<file path="config.mk">
export PLATFORM = sky130hd
export DESIGN_NAME = vram_arbiter
export DESIGN_NICKNAME = d
export VERILOG_FILES = /design/src/rtl/vga_pkg.sv /design/src/rtl/vram_prefetch_fifo.sv /design/src/rtl/vram_arbiter.sv
export SDC_FILE = /design/constraint.sdc
export NUM_CORES = 1
export LEC_CHECK = 0
export CAP_MARGIN = 20
export CORE_MARGIN = 3
export CORE_UTILIZATION = 52
export CTS_BUF_LIST = sky130_fd_sc_hd__clkbuf_16
export DETAILED_ROUTE_END_ITERATION = 6
export PLACE_DENSITY = 0.76
export SETUP_SLACK_MARGIN = 0.1
export SLEW_MARGIN = 20
export SYNTH_ARGS = -nofsm -noshare
export SYNTH_HDL_FRONTEND = slang
export SYNTH_SLANG_ARGS = --single-unit
</file>
<file path="constraint.sdc">
create_clock -name clk_main -period 2.7 [get_ports clk_main]
set_input_delay 0.405 -clock clk_main [delete_from_list [all_inputs] [get_ports clk_main]]
set_output_delay 0.405 -clock clk_main [all_outputs]
set_load 0.005 [all_outputs]
</file>
<file path="src/rtl/vga_pkg.sv">
// Shared types and constants for the VGA frame-buffer path.
// Holds the default visible resolution, the packed 4:4:4 pixel type,
// the scanout arbiter state encoding and the colour shown on underflow.
package vga_pkg;

    localparam int H_ACTIVE_DEF = 640;
    localparam int V_ACTIVE_DEF = 480;

    typedef struct packed {
        logic [3:0] r;
        logic [3:0] g;
        logic [3:0] b;
    } rgb_t;

    typedef enum logic [1:0] {
        S_WAIT  = 2'd0,
        S_FETCH = 2'd1,
        S_DONE  = 2'd2
    } arb_state_t;

    localparam rgb_t UNDERFLOW_RGB = '{r: 4'h0, g: 4'h0, b: 4'h0};

endpackage

</file>
<file path="src/rtl/vram_prefetch_fifo.sv">
// Synchronous prefetch FIFO holding scanout pixels ahead of the beam.
// Ports:
//   clk, rst_n          - clock, asynchronous active-low reset
//   flush               - empties the FIFO; wins over push and pop
//   push, push_data     - write one word
//   pop                 - discard the head word
//   head_data           - current head word (combinational)
//   occupancy           - number of stored words
//   empty, full         - status flags
module vram_prefetch_fifo #(
    parameter int DATA_W = 12,
    parameter int DEPTH  = 16,
    localparam int PTR_W = $clog2(DEPTH),
    localparam int CNT_W = $clog2(DEPTH) + 1
) (
    input  logic              clk,
    input  logic              rst_n,
    input  logic              flush,
    input  logic              push,
    input  logic [DATA_W-1:0] push_data,
    input  logic              pop,
    output logic [DATA_W-1:0] head_data,
    output logic [CNT_W-1:0]  occupancy,
    output logic              empty,
    output logic              full
);

    logic [DATA_W-1:0] mem_r [DEPTH];
    logic [PTR_W-1:0]  wr_ptr_r;
    logic [PTR_W-1:0]  rd_ptr_r;
    logic [CNT_W-1:0]  count_r;
    logic              push_ok_s;
    logic              pop_ok_s;

    assign empty     = (count_r == CNT_W'(0));
    assign full      = (count_r == CNT_W'(DEPTH));
    assign occupancy = count_r;
    assign head_data = mem_r[rd_ptr_r];

    // A push into a full FIFO is only legal when a pop frees a slot in the same cycle.
    assign push_ok_s = push && (!full || pop);
    assign pop_ok_s  = pop && !empty;

    // Storage array write; contents need no reset because count gates the head.
    always_ff @(posedge clk) begin
        if (push_ok_s && !flush) begin
            mem_r[wr_ptr_r] <= push_data;
        end
    end

    // Pointer and occupancy bookkeeping.
    always_ff @(posedge clk or negedge rst_n) begin
        if (!rst_n) begin
            wr_ptr_r <= '0;
            rd_ptr_r <= '0;
            count_r  <= '0;
        end else if (flush) begin
            wr_ptr_r <= '0;
            rd_ptr_r <= '0;
            count_r  <= '0;
        end else begin
            if (push_ok_s) begin
                wr_ptr_r <= wr_ptr_r + PTR_W'(1);
            end
            if (pop_ok_s) begin
                rd_ptr_r <= rd_ptr_r + PTR_W'(1);
            end
            case ({push_ok_s, pop_ok_s})
                2'b10:   count_r <= count_r + CNT_W'(1);
                2'b01:   count_r <= count_r - CNT_W'(1);
                default: count_r <= count_r;
            endcase
        end
    end

endmodule

</file>
<file path="src/rtl/vram_arbiter.sv">
// Arbiter sharing one single-port pixel memory between VGA scanout and a
// pixel writer. Scanout reads run ahead of the beam into a prefetch FIFO
// and always win the memory; every other cycle is offered to the writer.
// Optional statistics counters are built when VRAM_ARB_STATS_EN is defined.
// Ports:
//   clk_main, rst_n              - clock, asynchronous active-low reset
//   pixel_ce, blank, frame_start - timing from vga_controller
//   wr_valid/wr_ready/wr_addr/wr_data - writer handshake
//   mem_en/mem_we/mem_addr/mem_wdata/mem_rdata - frame-buffer BRAM port
//   pix_rgb                      - registered pixel to the DAC
//   underflow                    - sticky, cleared by frame_start
//   underflow_cnt, wr_stall_cnt  - saturating counters (VRAM_ARB_STATS_EN)
module vram_arbiter
    import vga_pkg::*;
#(
    parameter int H_ACTIVE   = H_ACTIVE_DEF,
    parameter int V_ACTIVE   = V_ACTIVE_DEF,
    parameter int ADDR_W     = 19,
    parameter int DATA_W     = 12,
    parameter int FIFO_DEPTH = 16
) (
    input  logic              clk_main,
    input  logic              rst_n,
    input  logic              pixel_ce,
    input  logic              blank,
    input  logic              frame_start,
    input  logic              wr_valid,
    output logic              wr_ready,
    input  logic [ADDR_W-1:0] wr_addr,
    input  logic [DATA_W-1:0] wr_data,
    output logic              mem_en,
    output logic              mem_we,
    output logic [ADDR_W-1:0] mem_addr,
    output logic [DATA_W-1:0] mem_wdata,
    input  logic [DATA_W-1:0] mem_rdata,
    output logic [DATA_W-1:0] pix_rgb,
    output logic              underflow
`ifdef VRAM_ARB_STATS_EN
    ,
    output logic [15:0]       underflow_cnt,
    output logic [15:0]       wr_stall_cnt
`endif
);

    localparam int TOTAL = H_ACTIVE * V_ACTIVE;
    // One extra bit so the fetch address can represent TOTAL itself.
    localparam int FA_W  = ADDR_W + 1;
    localparam int CNT_W = $clog2(FIFO_DEPTH) + 1;
    localparam int BUD_W = CNT_W + 1;

    arb_state_t        state_r;
    logic [FA_W-1:0]   fetch_addr_r;
    logic              inflight_r;

    logic [CNT_W-1:0]  occupancy_s;
    logic              empty_s;
    logic              full_s;
    logic [DATA_W-1:0] head_s;
    logic [BUD_W-1:0]  budget_s;
    logic              fetch_issue_s;
    logic              push_s;
    logic              pop_req_s;
    logic              pop_s;
    logic              underflow_pop_s;

    // Words already stored plus the one possibly on its way back must fit.
    assign budget_s      = {1'b0, occupancy_s} + BUD_W'(inflight_r);
    assign fetch_issue_s = (state_r == S_FETCH) && !full_s &&
                           (budget_s < BUD_W'(FIFO_DEPTH));

    // A read issued in the frame_start cycle still reaches the memory, but
    // inflight is cleared so its return is dropped.
    assign push_s          = inflight_r && !frame_start;
    assign pop_req_s       = pixel_ce && !blank && !frame_start;
    assign pop_s           = pop_req_s && !empty_s;
    assign underflow_pop_s = pop_req_s && empty_s;

    vram_prefetch_fifo #(
        .DATA_W (DATA_W),
        .DEPTH  (FIFO_DEPTH)
    ) u_fifo (
        .clk       (clk_main),
        .rst_n     (rst_n),
        .flush     (frame_start),
        .push      (push_s),
        .push_data (mem_rdata),
        .pop       (pop_s),
        .head_data (head_s),
        .occupancy (occupancy_s),
        .empty     (empty_s),
        .full      (full_s)
    );

    // Memory port mux: scanout read first, otherwise the writer passes straight through.
    always_comb begin
        wr_ready  = 1'b1;
        mem_en    = 1'b0;
        mem_we    = 1'b0;
        mem_addr  = '0;
        mem_wdata = '0;
        if (fetch_issue_s) begin
            wr_ready = 1'b0;
            mem_en   = 1'b1;
            mem_addr = fetch_addr_r[ADDR_W-1:0];
        end else if (wr_valid) begin
            mem_en    = 1'b1;
            mem_we    = 1'b1;
            mem_addr  = wr_addr;
            mem_wdata = wr_data;
        end else begin
            mem_en = 1'b0;
        end
    end

    // Scanout FSM with fetch address and in-flight tracking.
    always_ff @(posedge clk_main or negedge rst_n) begin
        if (!rst_n) begin
            state_r      <= S_WAIT;
            fetch_addr_r <= '0;
            inflight_r   <= 1'b0;
        end else if (frame_start) begin
            state_r      <= S_FETCH;
            fetch_addr_r <= '0;
            inflight_r   <= 1'b0;
        end else begin
            inflight_r <= fetch_issue_s;
            if (fetch_issue_s) begin
                fetch_addr_r <= fetch_addr_r + FA_W'(1);
            end
            case (state_r)
                S_FETCH: begin
                    if (fetch_issue_s && (fetch_addr_r == FA_W'(TOTAL - 1))) begin
                        state_r <= S_DONE;
                    end
                end
                S_WAIT:  state_r <= S_WAIT;
                S_DONE:  state_r <= S_DONE;
                default: state_r <= S_WAIT;
            endcase
        end
    end

    // Pixel output register and sticky underflow flag.
    always_ff @(posedge clk_main or negedge rst_n) begin
        if (!rst_n) begin
            pix_rgb   <= '0;
            underflow <= 1'b0;
        end else if (frame_start) begin
            underflow <= 1'b0;
            if (pixel_ce) begin
                pix_rgb <= DATA_W'(UNDERFLOW_RGB);
            end
        end else if (pixel_ce) begin
            if (blank) begin
                pix_rgb <= '0;
            end else if (!empty_s) begin
                pix_rgb <= head_s;
            end else begin
                pix_rgb   <= DATA_W'(UNDERFLOW_RGB);
                underflow <= 1'b1;
            end
        end
    end

`ifdef VRAM_ARB_STATS_EN
    // Saturating per-frame statistics.
    always_ff @(posedge clk_main or negedge rst_n) begin
        if (!rst_n) begin
            underflow_cnt <= 16'h0000;
            wr_stall_cnt  <= 16'h0000;
        end else if (frame_start) begin
            underflow_cnt <= 16'h0000;
            wr_stall_cnt  <= 16'h0000;
        end else begin
            if (underflow_pop_s && (underflow_cnt != 16'hFFFF)) begin
                underflow_cnt <= underflow_cnt + 16'h0001;
            end
            if (wr_valid && !wr_ready && (wr_stall_cnt != 16'hFFFF)) begin
                wr_stall_cnt <= wr_stall_cnt + 16'h0001;
            end
        end
    end
`endif

endmodule

</file>
## Word-level counts from Yosys, hierarchy flattened

Memory sizes are Yosys's and may differ from the RTL's.
Cells that the tools add are included.

- Order comparisons: 1
- Add/sub/neg operators: 6
- Equality and inequality tests: 8
- Multiplexer cells: 31
- Reductions and logical operators: 23

Operator list:

| operator | count |
|---|---|
| $mux 12 | 7 |
| $mux 20 | 2 |
| $mux 19 | 2 |
| $add 20x1->20 const B | 1 |
| $eq 20x19->1 const B | 1 |
| $mux 4 | 4 |
| $mux 1 | 11 |
| $logic_and 1x1->1 | 10 |
| $pmux 5 s2 | 1 |
| $reduce_bool 2->1 | 5 |
| $add 4x1->4 const B | 2 |
| $add 5x1->6 | 1 |
| $lt 6x5->1 const B | 1 |
| $add 5x1->5 const B | 1 |
| $eq 5x5->1 const B | 1 |
| $logic_not 5->1 | 1 |
| $mux 5 | 1 |
| $sub 5x1->5 const B | 1 |
| $eq 2x1->1 const B | 2 |
| $eq 2x2->1 const B | 2 |
| $logic_not 1->1 | 4 |
| $mux 2 | 2 |
| $pmux 2 s2 | 1 |
| $ne 3x2->1 const B | 1 |
| 4 further kinds | 4 |

- Logic and storage cells: 78
- Bits in registers: 49
- Memories kept: 1
- Output and inout bits: 47
- Bits of input ports: 49
- RAM bits: 192

Memories:

| memory | depth | bits a word | read ports | clocked after memory_dff | wr ports | RTL line | source |
|---|---|---|---|---|---|---|---|
| u_fifo.mem_r | 16 | 12 | 1 | 0 | 1 | vram_prefetch_fifo.sv:28 | `logic [DATA_W-1:0] mem_r [DEPTH];` |

## Logic depth before layout (Yosys ltp)

Gate-level depths: netlist of the first run.

- Depth in word-level cells: 9
- Mapped depth: 10
- Mapped depth without buffers: 9

## By module

From an unflattened synthesis of the first run, not the netlist that was laid out.

- Cells, all modules: 684
- Area, all modules: 10,351.2 um2

By module, submodules not included:

| module | seq. area each (um2) | instances | area an instance (um2) | cells an instance |
|---|---|---|---|---|
| vram_prefetch_fifo | 6,090.8 | 1 | 8,170.3 | 413 |
| vram_arbiter | 900.9 | 1 | 2,180.8 | 271 |

## Worst setup path before layout of the first run

Ideal clock, no wire load.

- Path kind: input -> register
- Start point: input port frame_start
- End point: register u_fifo.count_r[4] (netlist: u_fifo.occupancy[4])
- Stages: 10
- Arrival: 2.646 ns
- Buffers on the path: 1
- Path slack: -0.015 ns
- Setup time: 0.069 ns
- Data required time: 2.631 ns
- Cells stage by stage: buf_2 -> nor4b_1 -> o21ai_4 -> xnor2_1 -> ha_1 -> or3_1 -> a21oi_1 -> mux2i_1 -> or4_1 -> nand3_1

- Word-level cells in the longest chain between the ends: 8
- Elaborated cells between the ends (all ways): 12
- Classes of those cells: eq/ne: 2; mux: 2; reduce/logical: 8

RTL lines:

| element | RTL line | source |
|---|---|---|
| start, declared | vram_arbiter.sv:26 | `input logic frame_start,` |
| $logic_not 1->1 | vram_arbiter.sv:73, vram_arbiter.sv:74 |  |
| $logic_and 1x1->1 | vram_arbiter.sv:74 | `assign pop_req_s = pixel_ce && !blank && !frame_start;` |
| $logic_and 1x1->1 | vram_arbiter.sv:75 | `assign pop_s = pop_req_s && !empty_s;` |
| $logic_or 1x1->1 | vram_prefetch_fifo.sv:41 | `assign push_ok_s = push && (!full \|\| pop);` |
| $logic_and 1x1->1 | vram_prefetch_fifo.sv:41 |  |
| $eq 2x1->1 / $eq 2x2->1 (equally long branches) | vram_prefetch_fifo.sv:68 | `case ({push_ok_s, pop_ok_s})` |
| $pmux 5 s2 | vram_prefetch_fifo.sv:68 |  |
| $mux 5 | vram_prefetch_fifo.sv:57 | `end else if (flush) begin` |
| end signal, assigned | vram_prefetch_fifo.sv:69 | `2'b10: count_r <= count_r + CNT_W'(1);` |
| end signal, assigned | vram_prefetch_fifo.sv:70 | `2'b01: count_r <= count_r - CNT_W'(1);` |
| end signal, assigned | vram_prefetch_fifo.sv:71 | `default: count_r <= count_r;` |
| end, declared | vram_prefetch_fifo.sv:31 | `logic [CNT_W-1:0] count_r;` |

Several ways; a longest one is shown, not always the timed one.
A chain may end at the register's enable or synchronous reset.

## Worst setup path in the final report of the first run

- Start point: register state_r[1]
- End point: output port mem_wdata[2]

- Word-level cells in the longest chain between the ends: 4

RTL lines:

| element | RTL line | source |
|---|---|---|
| start, declared | vram_arbiter.sv:51 | `arb_state_t state_r;` |
| start signal, assigned | vram_arbiter.sv:118 | `state_r <= S_WAIT;` |
| start signal, assigned | vram_arbiter.sv:122 | `state_r <= S_FETCH;` |
| start signal, assigned | vram_arbiter.sv:133 | `state_r <= S_DONE;` |
| $eq 2x1->1 | vram_arbiter.sv:68 | `assign fetch_issue_s = (state_r == S_FETCH) && !full_s &&` |
| $logic_and 1x1->1 (2 in a row) | vram_arbiter.sv:68 |  |
| $mux 12 | vram_arbiter.sv:101 | `if (fetch_issue_s) begin` |
| end, declared | vram_arbiter.sv:34 | `output logic [DATA_W-1:0] mem_wdata,` |

No other way between the ends.

==> results of run 1 <==
## cell usage after synthesis (all sizes together), types with 2 or more instances
cell type and n:
xnor2 9, nand2b 19, nor4b 2, and4 4
a311oi 2, mux4 48, clkbuf 17, nor2b 3
nand2 58, a21oi 5, or4 2, buf 20
a31o 2, xor2 16, nand4 10, and3 16
o21ai 6, mux2 2, edfxtp 192, or3 2
o221ai 12, inv 8, nor3 6, nand3 29
ha 9, nor2 41, o31ai 2, mux2i 26
dfrtp 49, and2 2
## final timing paths
check | startpoint | endpoint | slack (ns) | cells past startpoint
setup / recovery | state_r[1]$_DFFE_PN0P_ | mem_wdata[2] | 0.08 | 11
min in group clk_main | underflow$_DFFE_PN0P_ | underflow$_DFFE_PN0P_ | 0.51 | 2
hold / removal | rst_n | u_fifo.rd_ptr_r[2]$_DFFE_PN0P_ | 0.43 | 2
setup reg to reg | u_fifo.occupancy[1]$_DFFE_PN0P_ | u_fifo.occupancy[4]$_DFFE_PN0P_ | 0.08 | 10
max in group asynchronous | rst_n | u_fifo.occupancy[2]$_DFFE_PN0P_ | 1.47 | 3
hold reg to reg | underflow$_DFFE_PN0P_ | underflow$_DFFE_PN0P_ | 0.51 | 2
## state kept, by name, summed over array words and instances (netlist names)
name / count
u_fifo.mem_r: 192
underflow: 1
fetch_addr_r: 20
pix_rgb: 12
u_fifo.occupancy: 5
u_fifo.wr_ptr_r: 4
u_fifo.rd_ptr_r: 4
inflight_r: 1
state_r: 2
## power breakdown
group	internal (mW)	switching [mW]
logic	1.19	1.03
registers	4.16	0.110
clock network	1.82	1.33
total	7.17	2.48
## final cells by class
class,count,area [um^2],area share (%)
timing repair buffer,168,1570,12.3
multi-input combinational,346,3110,24.3
inverter,8,32.5,0.255
clock buffer,26,651,5.09
clock inverter,15,97.6,0.764
sequential,241,7000,54.7
tap,260,325,2.55
## logic make-up (layout without fill, tap and decap cells)
logic type               Yosys count  after routing
buffers and inverters             45            217
adder cells (fa/ha/maj)            9              9
multiplexers                      76             76
XOR/XNOR                          25             25
AO/OA/AOI/OAI                     40             40
AND/OR/NAND/NOR                  196            196
flip-flops                       241            241
## repair_timing
action	4_1_cts	5_1_grt
pin swaps	21	13
buffers inserted	13	5
gates cloned	2	3
resized for setup	112	23
endpoints found under the hold margin	20	0
hold buffers	1	0
endpoints found under the setup margin	34	29
## per-stage QoR
| stage | setup WS, ns | setup TNS (ns) | utilization, % | power, mW | cells |
|---|---|---|---|---|---|
| after floorplan | 0.119 | 0 | - | 5.25 | 632 |
| after global placement | -0.0484 | -0.0484 | 61.9 | 5.95 | 1000 |
| after detailed placement | -0.132 | -0.309 | 61.9 | 6.01 | 1000 |
| after CTS | -0.0518 | -0.145 | 66.7 | 9.44 | 1057 |
| after global routing | 0.00527 | 0 | 67.4 | 10.0 | 1064 |
| final | 0.0768 | 0 | 67.4 | 9.65 | 1064 |
## metal layers
| metal | vias up | share of wire [%] | global-route usage [%] |
|---|---|---|---|
| met4 | 0 | 1.9 | 5.51 |
| met5 | - | 0 | 0 |
| li1 | 2743 | - | - |
| met3 | 41 | 7.4 | 4.14 |
| met1 | 3112 | 40 | 29.0 |
| met2 | 247 | 51 | 36.8 |
==> run summary, run 1 <==
Status - finished, final reports clean
Remaining DRCs - 0
Synth-to-layout area growth - 25.6%
Initial antenna violation count - 0
Worst path top cell family by delay - buffers and inverters
Largest family of logic cells by synthesized area - multiplexers
# diodes - 0
Critical path's slowest cell - dfrtp_1
Leading cell type in the layout, fill and taps excluded - edfxtp_1
Cells along the critical path - inv_2, ha_4, nor2b_4, o21a_4, inv_4, buf_12, buf_12, buf_16, buf_6, and3_4, buf_6
Drt wl/cell - 21.9 um
Synth Area in Compound Gates - 3.33%
GRT Overall Usage - 21.6%
# IOs - 96
Synth top area share - 56.7%
Adder-Cell Fraction of Synth Area - 1.11%
Unique masters post-synth - 49
Clock slew at reported path FFs - 0.06 ns
Grt ovf - 0
Unrepaired setup endpoints after global routing - true
Flip-flop and latch count after synthesis - 241
Most frequent cells in the layout - edfxtp_1 (192), clkdlybuf4s50_1 (60), nand2_1 (57)
Syn nets - 690
Post-Synth Simple-Gate Area - 9.41%
WP data arrival - 2.22 ns
Fmax - 381 MHz
Die Area - 21,300 um^2
XOR/XNOR share of the synthesized area - 2.15%
Pre-antenna DRT Iters - 4
Via count - 6,143
Seq/Total Area, Yosys - 68.7%
Crit path capture type - primary output
Layout cells sized above 1 - 26.6%
Core area - 19,000 um^2
Final Cycle Share - 97.2%
Die Ht - 146 um
CP required - 2.30 ns
Post-synth EDFFs - 192
Final min period - 2.62 ns
DR iter-0 viols - 461
First-pass GRT wire length - 36,400 um
Site row count - 50
Crit Path Category - reg2out
Pwr dens - 755 nW/um^2
Final instance area - 12,800 um^2
Leakage - 4.69 nW
Worst-Margin Slew - 0.672 ns
Min-delay worst type - in2async
Max VDD drop - 0.000649 V
Post-detailed-route count of antenna-violating nets - 0
Vias per Instance - 5.77
Final Hold Fails - 0
Cell area after placement - 11,700 um^2
Crit path buffers/inverters - 7
Initial Util - 53.7%
Synth warnings - 0
PortBufs - 95
Max-cap violations - 0
Max stage delay on crit path - 0.38 ns
CTS tree - built
Hold WS - 0.431 ns
Dpl hpwl - 14,800 um
Routability Congestion - 0.882
DRT Wirelength - 23,300 um
Setup violators final - 0
Ys async rst share - 20.3%
Total CTS buffers - 24
Vias in the first global route - 6,476
Mux cell area share after synthesis - 13.4%
Top cells by area, synth - edfxtp_1 (57%), dfrtp_1 (12%), mux4_2 (11%), mux2i_1 (2.6%), nand2_1 (2.1%)
Slew margin rel. - 54.8%
Clock latency on the worst-skew pair - 0.51 ns
Crit Path Max Fanout - 5
CTS Sinks - 241
CTS Buffer Depth - 3
Largest net degree at the start of global routing - 52
Fill count - 1,272
Cell taking the most area after synthesis - edfxtp_1
Syn Inst Count - 632
Final nets - 847
Pins Over Slew Limit - 0
Synth Flop Type - edfxtp_1
Crit start category - flop
Mapped Area - 10,200 um^2
H-tree levels - 1
Synthesized area per cell - 16.1 um^2
CTS Root Cell - clkbuf_16
Die width - 146 um
Clock skew - 0.0113 ns
No activity file was read; power rests on OpenSTA's default activity.
==> inputs of run 2 (changes only) <==
--- a/config.mk
+++ b/config.mk
@@ -5,7 +5,6 @@
 export SDC_FILE = /design/constraint.sdc
 export NUM_CORES = 1
 export LEC_CHECK = 0
-export CAP_MARGIN = 20
 export CORE_MARGIN = 3
 export CORE_UTILIZATION = 52
 export CTS_BUF_LIST = sky130_fd_sc_hd__clkbuf_16
@@ -15,4 +14,5 @@
 export SLEW_MARGIN = 20
 export SYNTH_ARGS = -nofsm -noshare
 export SYNTH_HDL_FRONTEND = slang
+export SYNTH_HIERARCHICAL = 1
 export SYNTH_SLANG_ARGS = --single-unit
==> run summary, run 2 <==
Status - finished with violations
Failing checks - negative setup slack
Largest regs - u_fifo/mem_r (192), fetch_addr_r (20), pix_rgb (12)
Via count - 6,659 (+8.4%)
Die Ht - 147 um (+0.82%)
Pwr dens - 741 nW/um^2 (-1.8%)
Synthesized area per cell - 15.1 um^2 (-6.0%)
Reg with most FFs - u_fifo/mem_r
Min setup slack post-route - -0.105 ns (-0.182 ns)
Vias per Instance - 5.87 (+1.6%)
Synth Flop Type - edfxtp_1
Flip-flop and latch count after synthesis - 241 (unchanged)
Worst-Margin Slew - 0.671 ns (-0.000584 ns)
Routability Congestion - 0.869 (-1.4%)
Final nets - 920 (+8.6%)
Site row count - 50 (unchanged)
Initial Util - 54.1% (+0.39 points)
CP required - 3.12 ns (+0.82 ns)
Crit Path Max Fanout - 3 (-2)
Fmax - 356 MHz (-6.5%)
Grt ovf - 0 (unchanged)
Footprint of the multi-input gates - 3400 um^2 (+9.5%)
Unrepaired setup endpoints after global routing - true
Crit path capture type - flop
Unique masters post-synth - 55 (+12%)
First-pass GRT wire length - 39,500 um (+8.5%)
Vias in the first global route - 6,985 (+7.9%)
Remaining DRCs - 0 (unchanged)
Ys async rst share - 20.3% (unchanged)
Post-detailed-route count of antenna-violating nets - 0 (unchanged)
Slew margin rel. - 55.1% (+0.31 points)
WP data arrival - 3.22 ns (+1.00 ns)
Synth top area share - 55.7% (-0.96 points)
CTS Root Cell - clkbuf_16
DRT Wirelength - 25,100 um (+7.7%)
Clock slew at reported path FFs - 0.06 ns (about the same)
Initial antenna violation count - 0 (unchanged)
Mapped Area - 10,400 um^2 (+1.7%)
Worst r2r dst - u_fifo/occupancy[4]$_DFFE_PN0P_
Register area - 6990 um^2 (about the same)
Leakage - 4.85 nW (+3.3%)
Pins Over Slew Limit - 0 (unchanged)
DR iter-0 viols - 532 (+15%)
CTS tree - built
Syn nets - 744 (+7.8%)
Most common cell in the netlist - edfxtp_1
Seq/Total Area, Yosys - 67.5% (-1.2 points)
Final core utilization - 69.5% (+2.1 points)
Crit start category - flop
Clock latency on the worst-skew pair - 0.50 ns (about the same)
Synth warnings - 6 (+6)
Core area - 19,100 um^2 (+0.99%)
Pre-antenna DRT Iters - 5 (+1)
Most frequent cells in the layout - edfxtp_1 (192), buf_4 (67), nand2_1 (60)
Drt wl/cell - 22.1 um (+0.98%)
Dpl hpwl - 16,400 um (+11%)
H-tree levels - 1 (unchanged)
Total CTS buffers - 23 (-4.2%)
Cell taking the most area after synthesis - edfxtp_1
Final min period - 2.81 ns (+0.182 ns)
Fill count - 1,231 (-3.2%)
Reg2Reg Depth - 13 (+3)
# IOs - 96 (unchanged)
Final Cycle Share - 104% (+6.7 points)
Largest net degree at the start of global routing - 54 (+3.8%)
Crit Path Category - reg2reg
PortBufs - 95 (unchanged)
# diodes - 0 (unchanged)
Post-synth top cells - edfxtp_1 (192), nand2_1 (68), dfrtp_1 (49), nor2_1 (49), mux4_2 (48)
Layout cells sized above 1 - 32.9% (+6.3 points)
CTS Buffer Depth - 3 (unchanged)
Die Area - 21,600 um^2 (+1.7%)
Max VDD drop - 0.000684 V (+5.3%)
Final Hold Fails - 0 (unchanged)
CTS Sinks - 241 (unchanged)
Max reg flops - 192 (unchanged)
Critical R2R Launch - u_fifo/occupancy[1]$_DFFE_PN0P_
Max-cap violations - 0 (unchanged)
Synth-to-layout area growth - 28.5%
Top cells by area, synth - edfxtp_1 (56%), dfrtp_1 (12%), mux4_2 (10%), nand2_1 (2.5%), nor2_1 (1.8%)
Clock skew - 0.00545 ns (-0.00589 ns)
Total Power - 9.86 mW (+2.2%)
Die width - 147 um (+0.82%)
Setup violators final - 23 (+23)
Min-delay worst type - in2async
Syn Inst Count - 684 (+8.2%)
GRT Overall Usage - 23.2% (+1.6 points)
Leading cell type in the layout, fill and taps excluded - edfxtp_1
Post-synth EDFFs - 192 (unchanged)
R2r setup slk - -0.11 ns (-0.18 ns)
run 2: cell count changes after synthesis, moves of 11 or more:
cell | before | now
a22oi_1 | 1 | 24
inv_1 | 8 | 25
mux2i_1 | 26 | 3
nand2b_1 | 19 | 4
o21ai_0 | 5 | 16
o221ai_1 | 12 | 0
run 2: cells by family after synthesis:
| logic type | share of synthesized area [%] |
|---|---|
| AO/OA/AOI/OAI | 4.99 |
| XOR/XNOR | 0.931 |
| adder cells (fa/ha/maj) | 1.40 |
| buffers and inverters | 2.51 |
| flip-flops | 67.5 |
| multiplexers | 12.1 |
| AND/OR/NAND/NOR | 10.5 |
run 2: power by group:
group | total [mW] | switching, mW | internal [mW]
Combinational | 2.47 | 1.14 | 1.33
Sequential | 4.21 | 0.0903 | 4.12
Clock | 3.18 | 1.34 | 1.84
run 2: routing by layer:
| layer | track usage, % | part of all wire (%) | wire length (um) |
|---|---|---|---|
| met4 | 5.50 | 2.2 | 549 |
| met5 | 0 | 0 | 0 |
| met1 | 30.8 | 40 | 9970 |
| met2 | 40.9 | 51 | 12900 |
| met3 | 3.42 | 6.6 | 1670 |
run 2: cell type report:
| type | count | share of cell area, % |
|---|---|---|
| well taps | 260 | 2.45 |
| multi-input cells | 378 | 25.6 |
| clock buffers | 23 | 4.33 |
| repair buffers | 189 | 12.9 |
| flip-flops and latches | 241 | 52.6 |
| inverters | 26 | 0.809 |
| clock inverters | 17 | 1.24 |
| repair inverters | 1 | 0.0658 |
run 2: how the worst max path moves through the flow:
stage,from,end,slack (ns)
3_5_place_dp,blank,u_fifo/mem_r[8][8]$_DFFE_PP_,-0.30
2_1_floorplan,u_fifo/occupancy[3]$_DFFE_PN0P_,u_fifo/occupancy[4]$_DFFE_PN0P_,-0.01
3_3_place_gp,blank,u_fifo/mem_r[8][0]$_DFFE_PP_,-0.15
6_report,u_fifo/occupancy[1]$_DFFE_PN0P_,u_fifo/occupancy[4]$_DFFE_PN0P_,-0.11
5_1_grt,u_fifo/occupancy[1]$_DFFE_PN0P_,u_fifo/occupancy[4]$_DFFE_PN0P_,-0.24
4_1_cts,u_fifo/occupancy[1]$_DFFE_PN0P_,u_fifo/occupancy[4]$_DFFE_PN0P_,-0.06
run 2: what timing repair did:
action | in CTS | in global routing
endpoints found under the hold margin | 23 | 0
hold buffers | 1 | 0
resized for setup | 200 | 26
endpoints found under the setup margin | 56 | 171
cloned | 3 | 0
setup buffers | 23 | 8
pin swaps | 25 | 8
run 2: critical path, cell delays in order (launching register included):
cell      delay [ns]
dfrtp_1         0.41
buf_6           0.13
or4_4           0.56
nor2_4          0.15
nor4b_4         0.08
nand2b_4        0.08
or2_4           0.13
buf_6           0.10
inv_6           0.04
ha_4            0.27
nand2b_4        0.05
a2111o_1        0.37
o22a_1          0.20
a31oi_1         0.16
run 2: stage by stage:
step / setup slack [ns] / cell area, um^2 / hold WS, ns / instances / setup TNS (ns)
global placement: -0.151 / 12100 / 0.420 / 1063 / -9.53
detailed placement: -0.300 / 12100 / 0.433 / 1063 / -28.98
CTS: -0.0649 / 13200 / 0.426 / 1130 / -0.300
global route: -0.241 / 13300 / 0.501 / 1135 / -4.43
finish: -0.105 / 13300 / 0.445 / 1135 / -1.20
floorplan: -0.0120 / 10400 / 0.109 / 684 / -0.400
